**config.mk**
```make
export PLATFORM = sky130hd
export DESIGN_NAME = reply_arbiter_flat
export DESIGN_NICKNAME = d
export VERILOG_FILES = /design/src/rtl/reply_arbiter_if.sv /design/src/rtl/reply_arbiter.sv /design/src/flat_wrapper.sv
export SDC_FILE = /design/constraint.sdc
export NUM_CORES = 1
export LEC_CHECK = 0
export CAP_MARGIN = 40
export CORE_UTILIZATION = 43
export DETAILED_ROUTE_END_ITERATION = 7
export GPL_ROUTABILITY_DRIVEN = 1
export HOLD_SLACK_MARGIN = 0.1
export PLACE_DENSITY = 0.83
export SETUP_SLACK_MARGIN = 0.15
export SLEW_MARGIN = 10
export SYNTH_ARGS = -nofsm -noshare
export SYNTH_HDL_FRONTEND = slang
export SYNTH_SLANG_ARGS = --single-unit
```
**constraint.sdc**
```tcl
create_clock -name clk -period 1.8 [get_ports clk]
set_input_delay 0.27 -clock clk [delete_from_list [all_inputs] [get_ports clk]]
set_output_delay 0.27 -clock clk [all_outputs]
set_load 0.01 [all_outputs]
```
**src/rtl/reply_arbiter_if.sv**
```systemverilog
// Source byte lanes plus the shared host reply channel. The arbiter side uses the
// master modport; the handlers and host side use slave.
interface reply_arbiter_if #(
  parameter int unsigned N_SRC = 6
);
  logic [N_SRC-1:0]   src_rdy;
  logic [8*N_SRC-1:0] src_data;
  logic [N_SRC-1:0]   src_last;
  logic [N_SRC-1:0]   src_ack;
  logic               reply_rdy;
  logic [7:0]         reply;
  logic               reply_ack;
  logic               reply_end;

  modport master (
    input  src_rdy, src_data, src_last, reply_ack,
    output src_ack, reply_rdy, reply, reply_end
  );

  modport slave (
    output src_rdy, src_data, src_last, reply_ack,
    input  src_ack, reply_rdy, reply, reply_end
  );
endinterface

```
**src/rtl/reply_arbiter.sv**
```systemverilog
// Round-robin arbiter sharing the host reply byte channel among N_SRC packet sources,
// with a one-entry output register, packet length cap and mid-packet stall timeout.
module reply_arbiter #(
  parameter int unsigned N_SRC   = 6,
  parameter int unsigned MAX_LEN = 64,
  parameter int unsigned TIMEOUT = 1024
) (
  input  logic                clk,
  input  logic                reset,
  reply_arbiter_if.master     bus,
  output logic                busy,
  output logic [2:0]          grant_id,
  output logic                overflow_err,
  output logic                timeout_err
);

  localparam int unsigned StallW = $clog2(TIMEOUT + 1);

  typedef enum logic [1:0] {StIdle, StXfer, StFlush, StDrain} state_e;

  state_e              state;
  logic [2:0]          grant;
  logic [2:0]          last_grant;
  logic [7:0]          byte_cnt;
  logic [StallW-1:0]   stall_cnt;
  logic [7:0]          reply_q;
  logic                reply_rdy_q;
  logic                reply_end_q;

  logic                buf_free;
  logic                any_req;
  logic                at_max;
  logic                src_rdy_g;
  logic                src_last_g;
  logic [7:0]          src_byte_g;
  logic [2:0]          next_grant;
  logic [N_SRC-1:0]    src_ack_v;

  assign buf_free = ~reply_rdy_q | bus.reply_ack;
  assign any_req  = |bus.src_rdy;
  assign at_max   = (byte_cnt == 8'(MAX_LEN - 1));

  always_comb begin
    src_rdy_g  = 1'b0;
    src_last_g = 1'b0;
    src_byte_g = 8'h00;
    src_ack_v  = '0;
    for (int i = 0; i < int'(N_SRC); i++) begin
      if (3'(i) == grant) begin
        src_rdy_g  = bus.src_rdy[i];
        src_last_g = bus.src_last[i];
        src_byte_g = bus.src_data[8*i +: 8];
        src_ack_v[i] = bus.src_rdy[i] &
                       (((state == StXfer) & buf_free) | (state == StFlush));
      end
    end
  end

  // Round robin: sources above last_grant first, then wrap to the low ones.
  always_comb begin
    logic found;
    found      = 1'b0;
    next_grant = last_grant;
    for (int i = 0; i < int'(N_SRC); i++) begin
      if (!found && bus.src_rdy[i] && (3'(i) > last_grant)) begin
        found      = 1'b1;
        next_grant = 3'(i);
      end
    end
    for (int i = 0; i < int'(N_SRC); i++) begin
      if (!found && bus.src_rdy[i] && (3'(i) <= last_grant)) begin
        found      = 1'b1;
        next_grant = 3'(i);
      end
    end
  end

  always_ff @(posedge clk or posedge reset) begin
    if (reset) begin
      state        <= StIdle;
      grant        <= 3'd0;
      last_grant   <= 3'(N_SRC - 1);
      byte_cnt     <= 8'd0;
      stall_cnt    <= '0;
      reply_q      <= 8'h00;
      reply_rdy_q  <= 1'b0;
      reply_end_q  <= 1'b0;
      overflow_err <= 1'b0;
      timeout_err  <= 1'b0;
    end else begin
      overflow_err <= 1'b0;
      timeout_err  <= 1'b0;
      if (reply_rdy_q && bus.reply_ack) begin
        reply_rdy_q <= 1'b0;
        reply_end_q <= 1'b0;
      end
      case (state)
        StIdle: begin
          if (any_req) begin
            grant      <= next_grant;
            last_grant <= next_grant;
            byte_cnt   <= 8'd0;
            stall_cnt  <= '0;
            state      <= StXfer;
          end
        end
        StXfer: begin
          if (buf_free) begin
            if (src_rdy_g) begin
              reply_q     <= src_byte_g;
              reply_rdy_q <= 1'b1;
              reply_end_q <= src_last_g | at_max;
              byte_cnt    <= byte_cnt + 8'd1;
              stall_cnt   <= '0;
              if (src_last_g) begin
                state <= StDrain;
              end else if (at_max) begin
                overflow_err <= 1'b1;
                state        <= StFlush;
              end
            end else if (stall_cnt == StallW'(TIMEOUT - 1)) begin
              // Close the packet with a marker byte so the host sees a clean end.
              reply_q     <= 8'hEE;
              reply_rdy_q <= 1'b1;
              reply_end_q <= 1'b1;
              timeout_err <= 1'b1;
              state       <= StDrain;
            end else begin
              stall_cnt <= stall_cnt + StallW'(1);
            end
          end
        end
        StFlush: begin
          if (src_rdy_g && src_last_g) begin
            state <= StDrain;
          end
        end
        StDrain: begin
          if (buf_free) begin
            state <= StIdle;
          end
        end
        default: state <= StIdle;
      endcase
    end
  end

  assign bus.src_ack   = src_ack_v;
  assign bus.reply     = reply_q;
  assign bus.reply_rdy = reply_rdy_q;
  assign bus.reply_end = reply_end_q;
  assign busy          = (state != StIdle) | reply_rdy_q;
  assign grant_id      = grant;

endmodule

```
**src/flat_wrapper.sv**
```systemverilog
// flat-port wrapper written by rule: the top's interface ports become plain ports
module reply_arbiter_flat 
#(
  parameter int unsigned N_SRC   = 6,
  parameter int unsigned MAX_LEN = 64,
  parameter int unsigned TIMEOUT = 1024
)
  (clk, reset, busy, grant_id, overflow_err, timeout_err, bus_src_rdy, bus_src_data, bus_src_last, bus_reply_ack, bus_src_ack, bus_reply_rdy, bus_reply, bus_reply_end);
  reply_arbiter_if #(.N_SRC(N_SRC)) bus_i ();
  input  logic clk;
  input  logic reset;
  output logic busy;
  output logic [2:0] grant_id;
  output logic overflow_err;
  output logic timeout_err;
  input wire logic [$bits(bus_i.src_rdy)-1:0] bus_src_rdy;
  input wire logic [$bits(bus_i.src_data)-1:0] bus_src_data;
  input wire logic [$bits(bus_i.src_last)-1:0] bus_src_last;
  input wire logic [$bits(bus_i.reply_ack)-1:0] bus_reply_ack;
  output wire logic [$bits(bus_i.src_ack)-1:0] bus_src_ack;
  output wire logic [$bits(bus_i.reply_rdy)-1:0] bus_reply_rdy;
  output wire logic [$bits(bus_i.reply)-1:0] bus_reply;
  output wire logic [$bits(bus_i.reply_end)-1:0] bus_reply_end;
  assign bus_i.src_rdy = bus_src_rdy;
  assign bus_i.src_data = bus_src_data;
  assign bus_i.src_last = bus_src_last;
  assign bus_i.reply_ack = bus_reply_ack;
  assign bus_src_ack = bus_i.src_ack;
  assign bus_reply_rdy = bus_i.reply_rdy;
  assign bus_reply = bus_i.reply;
  assign bus_reply_end = bus_i.reply_end;
  reply_arbiter #(.N_SRC(N_SRC), .MAX_LEN(MAX_LEN), .TIMEOUT(TIMEOUT)) u_core (.clk(clk), .reset(reset), .bus(bus_i), .busy(busy), .grant_id(grant_id), .overflow_err(overflow_err), .timeout_err(timeout_err));
endmodule
```
After elaboration in Yosys (flattened, before gate mapping)

Index checks and enable logic that the tools add are counted.

Register bits after elaboration: 39
Bits of input ports: 63
Output and inout bits: 22
Word-level logic and storage cells: 187

Add/sub/neg operators: 2
$lt $le $gt $ge: 12
Equality and inequality tests: 18
Muxes and demuxes: 86
Bitwise operators: 12
Reduce and logical (&&, ||, !) cells: 47

Operator list:

| operator                                                     | count |
|---|---|
| two-way mux 8 bit                                            | 11 |
| two-way mux 1 bit                                            | 48 |
| two-way mux 11 bit                                           | 4 |
| two-way mux 3 bit                                            | 12 |
| logical AND 1 bit                                            | 25 |
| one-hot mux 11 bit (2 select lines)                          | 1 |
| two-way mux 2 bit                                            | 8 |
| one-hot mux 8 bit (2 select lines)                           | 1 |
| adder 11 x 1 -> 11 bit, second input constant                | 1 |
| equality test 11 x 10 -> 1 bit, second input constant        | 1 |
| zero test 1 bit                                              | 11 |
| adder 8 x 1 -> 8 bit, second input constant                  | 1 |
| equality test 8 x 6 -> 1 bit, second input constant          | 1 |
| != test 2 x 1 -> 1 bit, second input constant                | 4 |
| one-hot mux 2 bit (4 select lines)                           | 1 |
| AND reduction 4 bit                                          | 2 |
| AND 1 bit                                                    | 7 |
| equality test 2 x 3 -> 1 bit, first input constant           | 2 |
| equality test 3 bit, first input constant                    | 2 |
| greater-than comparator 1 x 3 -> 1 bit, first input constant | 2 |
| greater-than comparator 2 x 3 -> 1 bit, first input constant | 2 |
| greater-than comparator 3 bit, first input constant          | 2 |
| <= comparator 1 x 3 -> 1 bit, first input constant           | 2 |
| <= comparator 2 x 3 -> 1 bit, first input constant           | 2 |
| 16 further kinds                                             | 24 |

Longest topological paths before layout

Word-level depth: 47
Gate-level depth with buffers: 9
Gate-level depth less buffers: 8

Worst setup path after synthesis

No wires, ideal clock.

Path type: reg2out
Start point: register u_core.state[1]
End point: output port bus_src_ack[0]
Arrival time: 1.809 ns
Setup slack: -0.279 ns
Stages on the path, launching flop included: 8
Cells stage by stage: dfrtp_1 inv_1 ha_1 clkbuf_1 and2_1 nor2_1 or2_2 nor3_1

Longest elaborated chain between the ends: 5

Ends and longest elaborated chain:

| item                         | RTL line             | source |
|---|---|---|
| start, declared              | reply_arbiter.sv:21  | `state_e state;` |
| start signal, assigned       | reply_arbiter.sv:80  | `state <= StIdle;` |
| start signal, assigned       | reply_arbiter.sv:104 | `state <= StXfer;` |
| start signal, assigned       | reply_arbiter.sv:116 | `state <= StDrain;` |
| equality test 2 x 1 -> 1 bit | reply_arbiter.sv:54  | `(((state == StXfer) & buf_free) \| (state == StFlush));` |
| AND 1 bit                    | reply_arbiter.sv:54  |  |
| OR 1 bit (*)                 | reply_arbiter.sv:54  |  |
| AND 1 bit (*)                | reply_arbiter.sv:53  | `src_ack_v[i] = bus.src_rdy[i] &` |
| two-way mux 1 bit (*)        | reply_arbiter.sv:49  | `if (3'(i) == grant) begin` |
| end, declared                | flat_wrapper.sv:20   | `output wire logic [$bits(bus_i.src_ack)-1:0] bus_src_ack;` |

Mark *: on every way between the ends. The rest lies on a longest branch, timed or not.

Final worst setup path

Start point: register u_core.state[0]
End point: register u_core.stall_cnt[7]

Longest elaborated chain between the ends: 3

Ends and longest elaborated chain:

| item                                                                   | RTL line             | source |
|---|---|---|
| equality test 2 x 1 -> 1 bit / zero test 2 bit (equally long branches) | reply_arbiter.sv:97  | `case (state)` |
| != test 3 x 2 -> 1 bit (no line) (tied with other cells)               | -                    |  |
| AND reduction 4 bit (no line)                                          | -                    |  |
| end signal, assigned                                                   | reply_arbiter.sv:129 | `stall_cnt <= stall_cnt + StallW'(1);` |
| end, declared                                                          | reply_arbiter.sv:25  | `logic [StallW-1:0] stall_cnt;` |

Parallel ways exist; a longest one is shown, timed or not.
A chain may end at the register's enable or synchronous reset.

==> results.toml <==
[status]
status = "finished, violations left"
failed_checks = "negative setup slack"

[grt]
grt_pass1_vias = 3858
grt.total_usage_pct = 35.5
overflow = 0
grt_pass1_wl_mm = 19.5
grt_max_degree = 39
grt_antenna_before_repair = 0

[timing]
setup_viol = 37
period_needed_ps = 2020
hold_violations = 0
rsz0062_at_grt = "true"
finalMaxSlewViolations = 0
finalWorstSetupSlack_ps = -224
tightest_slew_ps = 449
relSlewSlack_pct = 69.7
max_freq_mhz = 494
skew_ps = 6.50
post-route-period-util_pct = 112

[die]
dieArea_um2 = 6950
core_area_um2 = 6390
fp.dieH_um = 83.3
fp.dieW_um = 83.3
initial_core_util_pct = 44.6
io_pins = 85
core.rowCount = 29

[route]
drc = 0
drt_wl_total_mm = 14.6
dr.pass1.iters = 5
viasPerCell = 6.51
first_iter_violations = 333
wl_per_cell_um = 24.1
via_count = 3931
drtAntennaViolNets = 0

[worst_hold_path]
hold_path.class = "primary input to async pin"

[synth]
syn_inst = 329
synth_seq_cells = 38
ys_top_cells_by_count = "40 x nor2_1, 36 x dfrtp_1, 27 x nand2_1, 21 x o21ai_0, 16 x inv_1"
synthXorXnorAreaFrac_pct = 4.00
yosysSeqAreaShare_pct = 33.5
synth_most_common_cell = "nor2_1"
syn_nets = 398
yosys.area.top_type = "dfrtp_1"
synth-edff-count = 0
synthFlopType = "dfrtp_1"
synthAdderAreaFrac_pct = 2.64
ys.warnings.count = 0
synthMuxAreaShare_pct = 9.63
synth_top_family_by_area = "simple AND/OR/NAND/NOR gates"
synth_compound_area_share_pct = 21.5
synthArstFlopShare_pct = 100
yosysUniqueCellTypes = 58
synth_simple_gate_area_share_pct = 23.1
synth_top_area_share_pct = 31.7
synth_area_per_cell_um2 = 8.65
syn_area_um2 = 2850
yosys-top-cells-area = "dfrtp_1 32%, mux2i_1 5.3%, nor2_1 5.3%"

[finish]
multi_input_area_um2 = 2280
syn_to_final_growth_pct = 91.6
n_fill_cell = 310
design_area_um2 = 5450
final_nets = 596
diodes = 0
seq_area_um2 = 958
drive_gt1_share_pct = 46.1

[setup_path]
cp_max_fo = 6
cp-end-kind = "flip-flop"
cp_common_cell = "buf_4"
crit_path_start_kind = "flip-flop"
cp_slowest_cell = "dfrtp_2"
worstRegToRegCells = 9
cp-endpoint = "u_core.stall_cnt[7]"
critical_path_arrival_ps = 2250
r2r_end = "u_core.stall_cnt[7]"
worstSetupPathType = "flip-flop to flip-flop"
crit_chain = "ha_4 -> buf_4 -> mux2i_4 -> buf_12 -> nor2_4 -> buf_4 -> nand3_1 -> xor2_1 -> nor2_1"
rrSetupSlack_ps = -220
worstPathRequired_ps = 2020
crit_path_max_incr_delay_ps = 480
crit_path_start = "u_core.state[0]"
rr_startpoint = "u_core.state[0]"

[clock_network]
cts.clk_slew.worst_paths_ps = 80
cts_inserted_buffers = 5
cts.sinks = 38
h-tree-depth = 2
cts_buffer_depth = 2
cts_hold_buf = 0
cts_tree = "yes"
cts_root_buffer = "clkbuf_8"
clk_latency_ps = 300

[power_and_ir_drop]
p_leak_nw = 2.40
peakVddDrop_uv = 1010
power_density_nw_per_um2 = 1650

[placement]
pre_cts_ws_ps = -461
gp_congestion = 0.888
place_area_um2 = 4430
port-buffer-count = 84
hpwl_mm = 7.45

[flow_run]
max_cap_viol_count = 0
==> registers in the layout, summed over array words and instances (netlist names) <==
register	cells
u_core.stall_cnt	11
u_core.bus.reply	8
u_core.byte_cnt	8
u_core.last_grant	3
u_core.grant_id	2
u_core.state	2
u_core.bus.reply_end	1
u_core.bus.reply_rdy	1
u_core.overflow_err	1
u_core.timeout_err	1
==> layout by cell type, fill, tap and decap left out, types with 4 or more instances in the layout <==
master / instances
a21oi_1: 5
a21oi_2: 6
a31oi_1: 5
and2_1: 4
and3_1: 4
buf_12: 7
buf_2: 7
buf_4: 93
buf_6: 22
clkbuf_8: 6
clkdlybuf4s50_1: 69
dfrtp_1: 32
dfrtp_2: 4
dlygate4sd2_1: 6
inv_1: 11
mux2i_1: 9
mux2i_4: 4
mux4_2: 5
nand2_1: 23
nand3_1: 8
nand4_1: 9
nor2_1: 32
nor2_4: 6
nor3_2: 6
o21ai_0: 7
o21ai_1: 7
o21ai_2: 6
o22a_1: 6
xor2_1: 12
==> worst max-delay path: cells and delay by family (launching register included) <==
family	cells	cell delay, ps
DFF	1	480
and+or+nand+nor	3	450
buffers and inverters	3	440
muxes	1	200
adders and majority gates	1	190
xor gates and xnor gates	1	190
==> worst min-delay path by stage <==
stage                        startpoint              endpoint  slack (ps)  depth (start not counted)
floorplan                         reset   u_core.bus.reply[0]         460                          1
global placement    u_core.bus.reply[4]   u_core.bus.reply[4]         470                          2
detailed placement  u_core.bus.reply[4]   u_core.bus.reply[4]         480                          2
CTS                               reset  u_core.bus.reply_rdy         370                          3
global route                      reset  u_core.bus.reply_rdy         380                          3
finish                            reset  u_core.bus.reply_rdy         350                          3
==> per-stage QoR <==
| stage | power (mW) | hold slack (ps) | setup TNS, ps | std cells | utilization (%) |
|---|---|---|---|---|---|
| 6_report | 8.97 | 350 | -4310 | 604 | 85.4 |
| 5_1_grt | 9.26 | 379 | -5830 | 604 | 85.4 |
| 4_1_cts | 7.82 | 374 | -460 | 589 | 80.6 |
| 3_5_place_dp | 5.69 | 484 | -13980 | 551 | 69.3 |
| 3_3_place_gp | 5.54 | 466 | -12770 | 551 | 69.3 |
| 2_1_floorplan | 3.85 | 457 | 0 | 329 | - |
==> metal layers <==
| metal | vias up | share of wire, % | track usage [%] |
|---|---|---|---|
| li1 | 1604 | - | - |
| met1 | 1930 | 36 | 39.3 |
| met2 | 278 | 50 | 65.4 |
| met3 | 119 | 6.6 | 6.46 |
| met4 | 0 | 7.2 | 16.6 |
| met5 | - | 0 | 0 |
==> what timing repair did <==
action / 4_1_cts / 5_1_grt
pin swaps: 40 / 28
endpoints found under the setup margin: 46 / 47
gates resized for setup: 122 / 51
gates cloned: 3 / 0
buffers inserted: 28 / 15
==> cell families after synthesis <==
kind of cell,count (synthesis)
AOI/OAI and AO/OA,86
xor gates and xnor gates,13
adders and majority gates,6
buffers and inverters,34
DFF,38
muxes,21
and+or+nand+nor,131
==> layout make-up <==
cell class	count	share of cell area, %
Sequential cell	38	17.6
Tap cell	77	1.77
Multi-Input combinational cell	258	41.8
Clock buffer	6	1.51
Inverter	16	1.22
Clock inverter	1	0.551
Timing Repair Buffer	208	35.5
==> report_power, final <==
part	internal, mW	total, mW	switching (mW)
Clock	0.444	0.777	0.333
Combinational	3.47	6.83	3.36
Sequential	1.09	1.36	0.268
(Power assumes the default switching activity.)
==> edit, RTL diff (same flow settings) <==
`TIMEOUT` is set to 1024 in 2 places; all go to 512.
--- a/src/rtl/reply_arbiter.sv
+++ b/src/rtl/reply_arbiter.sv
@@ -3,7 +3,7 @@
 module reply_arbiter #(
   parameter int unsigned N_SRC   = 6,
   parameter int unsigned MAX_LEN = 64,
-  parameter int unsigned TIMEOUT = 1024
+  parameter int unsigned TIMEOUT = 512
 ) (
   input  logic                clk,
   input  logic                reset,
--- a/src/flat_wrapper.sv
+++ b/src/flat_wrapper.sv
@@ -3,7 +3,7 @@
 #(
   parameter int unsigned N_SRC   = 6,
   parameter int unsigned MAX_LEN = 64,
-  parameter int unsigned TIMEOUT = 1024
+  parameter int unsigned TIMEOUT = 512
 )
   (clk, reset, busy, grant_id, overflow_err, timeout_err, bus_src_rdy, bus_src_data, bus_src_last, bus_reply_ack, bus_src_ack, bus_reply_rdy, bus_reply, bus_reply_end);
   reply_arbiter_if #(.N_SRC(N_SRC)) bus_i ();
Function: no difference found for any inputs over 4 cycles, from zero or initial values and one cycle with reset high; that may be too few to reach the edited logic, so the function may still have changed.
==> edit against the unedited design <==
The run still ends with negative setup slack left. Sequential cell count down 1. Sequential share of layout area up 0.88 points. Design area down 7.3%. Power down 13%. Setup slack worse by 0.11 ns. First-iteration DRC count down 15%. Wire length down 11%. Area after synthesis down 3.1%. Fmax down 5.3%. Combinational power down 15%. Critical endpoint is now u_core.stall_cnt[6]$_DFFE_PP0P_. Largest cell class unchanged.
==> edit: results (changes against the unedited design) <==
** Global route
- Met3 global-route usage :: 7.89% (was 6.46%)
- First-pass GRT wire length :: 16.3 mm (was 19.5 mm)
- The met2 usage came to 57.6% (was 65.4%).
- The global routing met1 resource utilization was 35.5% (was 39.3%).
- Number of global-route vias before repair :: 3462 (was 3858)
- The total global routing track utilization is 32.4% (was 35.5%).
- The maximum number of pins on one net before global-route repair was 38 (was 39).

** Critical path
- The critical path arrival is 2.35 ns (was 2.25 ns).
- Slowest cell on crit path :: dfrtp_2 (unchanged)
- The maximum single-stage delay on the critical path came to 0.46 ns (was 0.48 ns).
- Cell family with the largest share of critical-path delay :: flip-flops (unchanged)

** Placement
- Number of placed cells counting well taps :: 560 (was 551)
- IO Port Bufs :: 84 (unchanged)
- Placed instance area :: 4250 um2 (was 4430 um2)
- The HPWL after detailed placement is 6.71 mm (was 7.45 mm).
- Pre-CTS setup slack :: -0.535 ns (was -0.461 ns)
- Placer congestion estimate :: 0.900 (was 0.888)

** Power and ir drop
- Max rail drop VDD :: 1.00 mV (was 1.01 mV)
- Combinational share of power :: 74.3% (was 76.1%)
- The relative contribution of the clock network to total power came to 7.9% (was 8.7%).
- Switching Fraction :: 47.2% (was 44.1%)
- The leakage power is 2.19 nW (was 2.40 nW).
- Reported clock group power :: 617 uW (was 777 uW)

** Cells and area
- The share of cells above drive strength 1 is 38.3% (was 46.1%).
- Number of flip-flops in the largest register :: 10 (was 11)
- The multi-input gate area in the final layout was 2160 um2 (was 2280 um2).
- The number of fillers in the final layout was 304 (was 310).
- The number of nets in the layout was 591 (was 596).
- The antenna diode count was 0 (unchanged).

** Timing
- Number of setup violations in the final report :: 37 (unchanged)
- Fin worst setup slack :: -0.336 ns (was -0.224 ns)
- The normalized max-slew margin is 67.2% (was 69.7%).
- The setup clock skew after layout is 0.0146 ns (was 0.00650 ns).

** Clocking
- The maximum level of the CTS H-tree is 2 (unchanged).
- The maximum clock insertion buffer count is 2 (unchanged).
- The number of CTS-inserted buffers is 5 (unchanged).
- The root buffer cell is clkbuf_8 (unchanged).
- Worst-Skew Late Latency :: 0.31 ns

** Synth
- The top cell type's share of synthesized area is 31.8% (was 31.7%).
- Total nets after synthesis :: 413 (was 398)
- Gate Count Post-Synth :: 343 (was 329)
- Sequential fraction of the synthesis area :: 33.7% (was 33.5%)
- The count of cell types in the netlist came to 58 (unchanged).
- Top post-synthesis cells by area :: dfrtp_1 32%, nor2_1 6.0%, nand2_1 5.6% (was dfrtp_1 32%, mux2i_1 5.3%, nor2_1 5.3%)
- Most frequent cells after synthesis :: 44 x nor2_1, 41 x nand2_1, 35 x dfrtp_1 (was 40 x nor2_1, 36 x dfrtp_1, 27 x nand2_1)

** Route
- Via count :: 3815 (was 3931)
- The total routed wirelength came to 13.0 mm (was 14.6 mm).
- The number of DRC violations after detailed-routing iteration 0 was 282 (was 333).
- Post-DR vias/cell :: 6.39 (was 6.51)

** Status
- Run status :: finished with violations (unchanged)
- Violations in the final reports: negative setup slack (unchanged).
edit: cell types whose count changed after synthesis, sizes merged, moves of 6 or more:
cell   change
a21oi     +11
inv        -9
nand2     +12
nor3       -8
o21ai      +9
o22a       -7
xor2       -6
edit: stage by stage:
| stage | hold WS (ns) | TNS, ns |
|---|---|---|
| 2_1_floorplan | 0.448 | -0.419 |
| 3_3_place_gp | 0.465 | -12.27 |
| 3_5_place_dp | 0.476 | -13.95 |
| 4_1_cts | 0.397 | -2.98 |
| 5_1_grt | 0.454 | -7.70 |
| 6_report | 0.379 | -5.95 |
edit: final timing paths:
kind | from | end | depth (start not counted)
hold reg to reg | u_core.bus.reply[1]$_DFFE_PP0P_ | u_core.bus.reply[1]$_DFFE_PP0P_ | 2
hold / removal | reset | u_core.bus.reply[5]$_DFFE_PP0P_ | 3
setup reg to reg | u_core.last_grant[1]$_DFFE_PP0P_ | u_core.stall_cnt[6]$_DFFE_PP0P_ | 8
min in group clk | u_core.bus.reply[1]$_DFFE_PP0P_ | u_core.bus.reply[1]$_DFFE_PP0P_ | 2
max in group asynchronous | reset | u_core.last_grant[1]$_DFFE_PP0P_ | 3
setup / recovery | u_core.last_grant[1]$_DFFE_PP0P_ | u_core.stall_cnt[6]$_DFFE_PP0P_ | 8
edit: layout make-up:
cell class | count | share of cell area, %
repair buffers | 190 | 34.5
clock buffers | 5 | 1.36
inverters | 8 | 0.594
well taps | 75 | 1.86
flip-flops and latches | 37 | 18.5
multi-input cells | 279 | 42.8
clock inverters | 3 | 0.446
edit: cell families (layout without fill, tap and decap cells):
| family | after synthesis | count (layout) | synth area share (%) |
|---|---|---|---|
| AOI/OAI and AO/OA | 92 | 92 | 21.2 |
| buffers and inverters | 27 | 206 | 4.27 |
| adders and majority gates | 7 | 7 | 3.18 |
| muxes | 16 | 16 | 6.08 |
| and+or+nand+nor | 153 | 153 | 28.1 |
| DFF | 37 | 37 | 33.7 |
| xor gates and xnor gates | 11 | 11 | 3.49 |
edit: worst reg2reg max path: cells and delay by family (launching register included):
kind,cells,cell delay [ns]
multiplexers,2,0.41
AND/OR/NAND/NOR,2,0.44
flip-flops,1,0.46
AO/OA/AOI/OAI,2,0.44
buffers and inverters,2,0.29
edit: timing repair:
item	CTS	global route
resized for setup	101	58
setup buffers	19	9
pin swaps	23	33
gates cloned	0	1
endpoints found under the setup margin	47	44
edit: per-layer routing:
| metal | routed length (um) | vias up |
|---|---|---|
| met3 | 1270 | 94 |
| met1 | 4540 | 1818 |
| met2 | 6330 | 313 |
| met5 | 0 | - |
| met4 | 870 | 0 |
| li1 | - | 1590 |
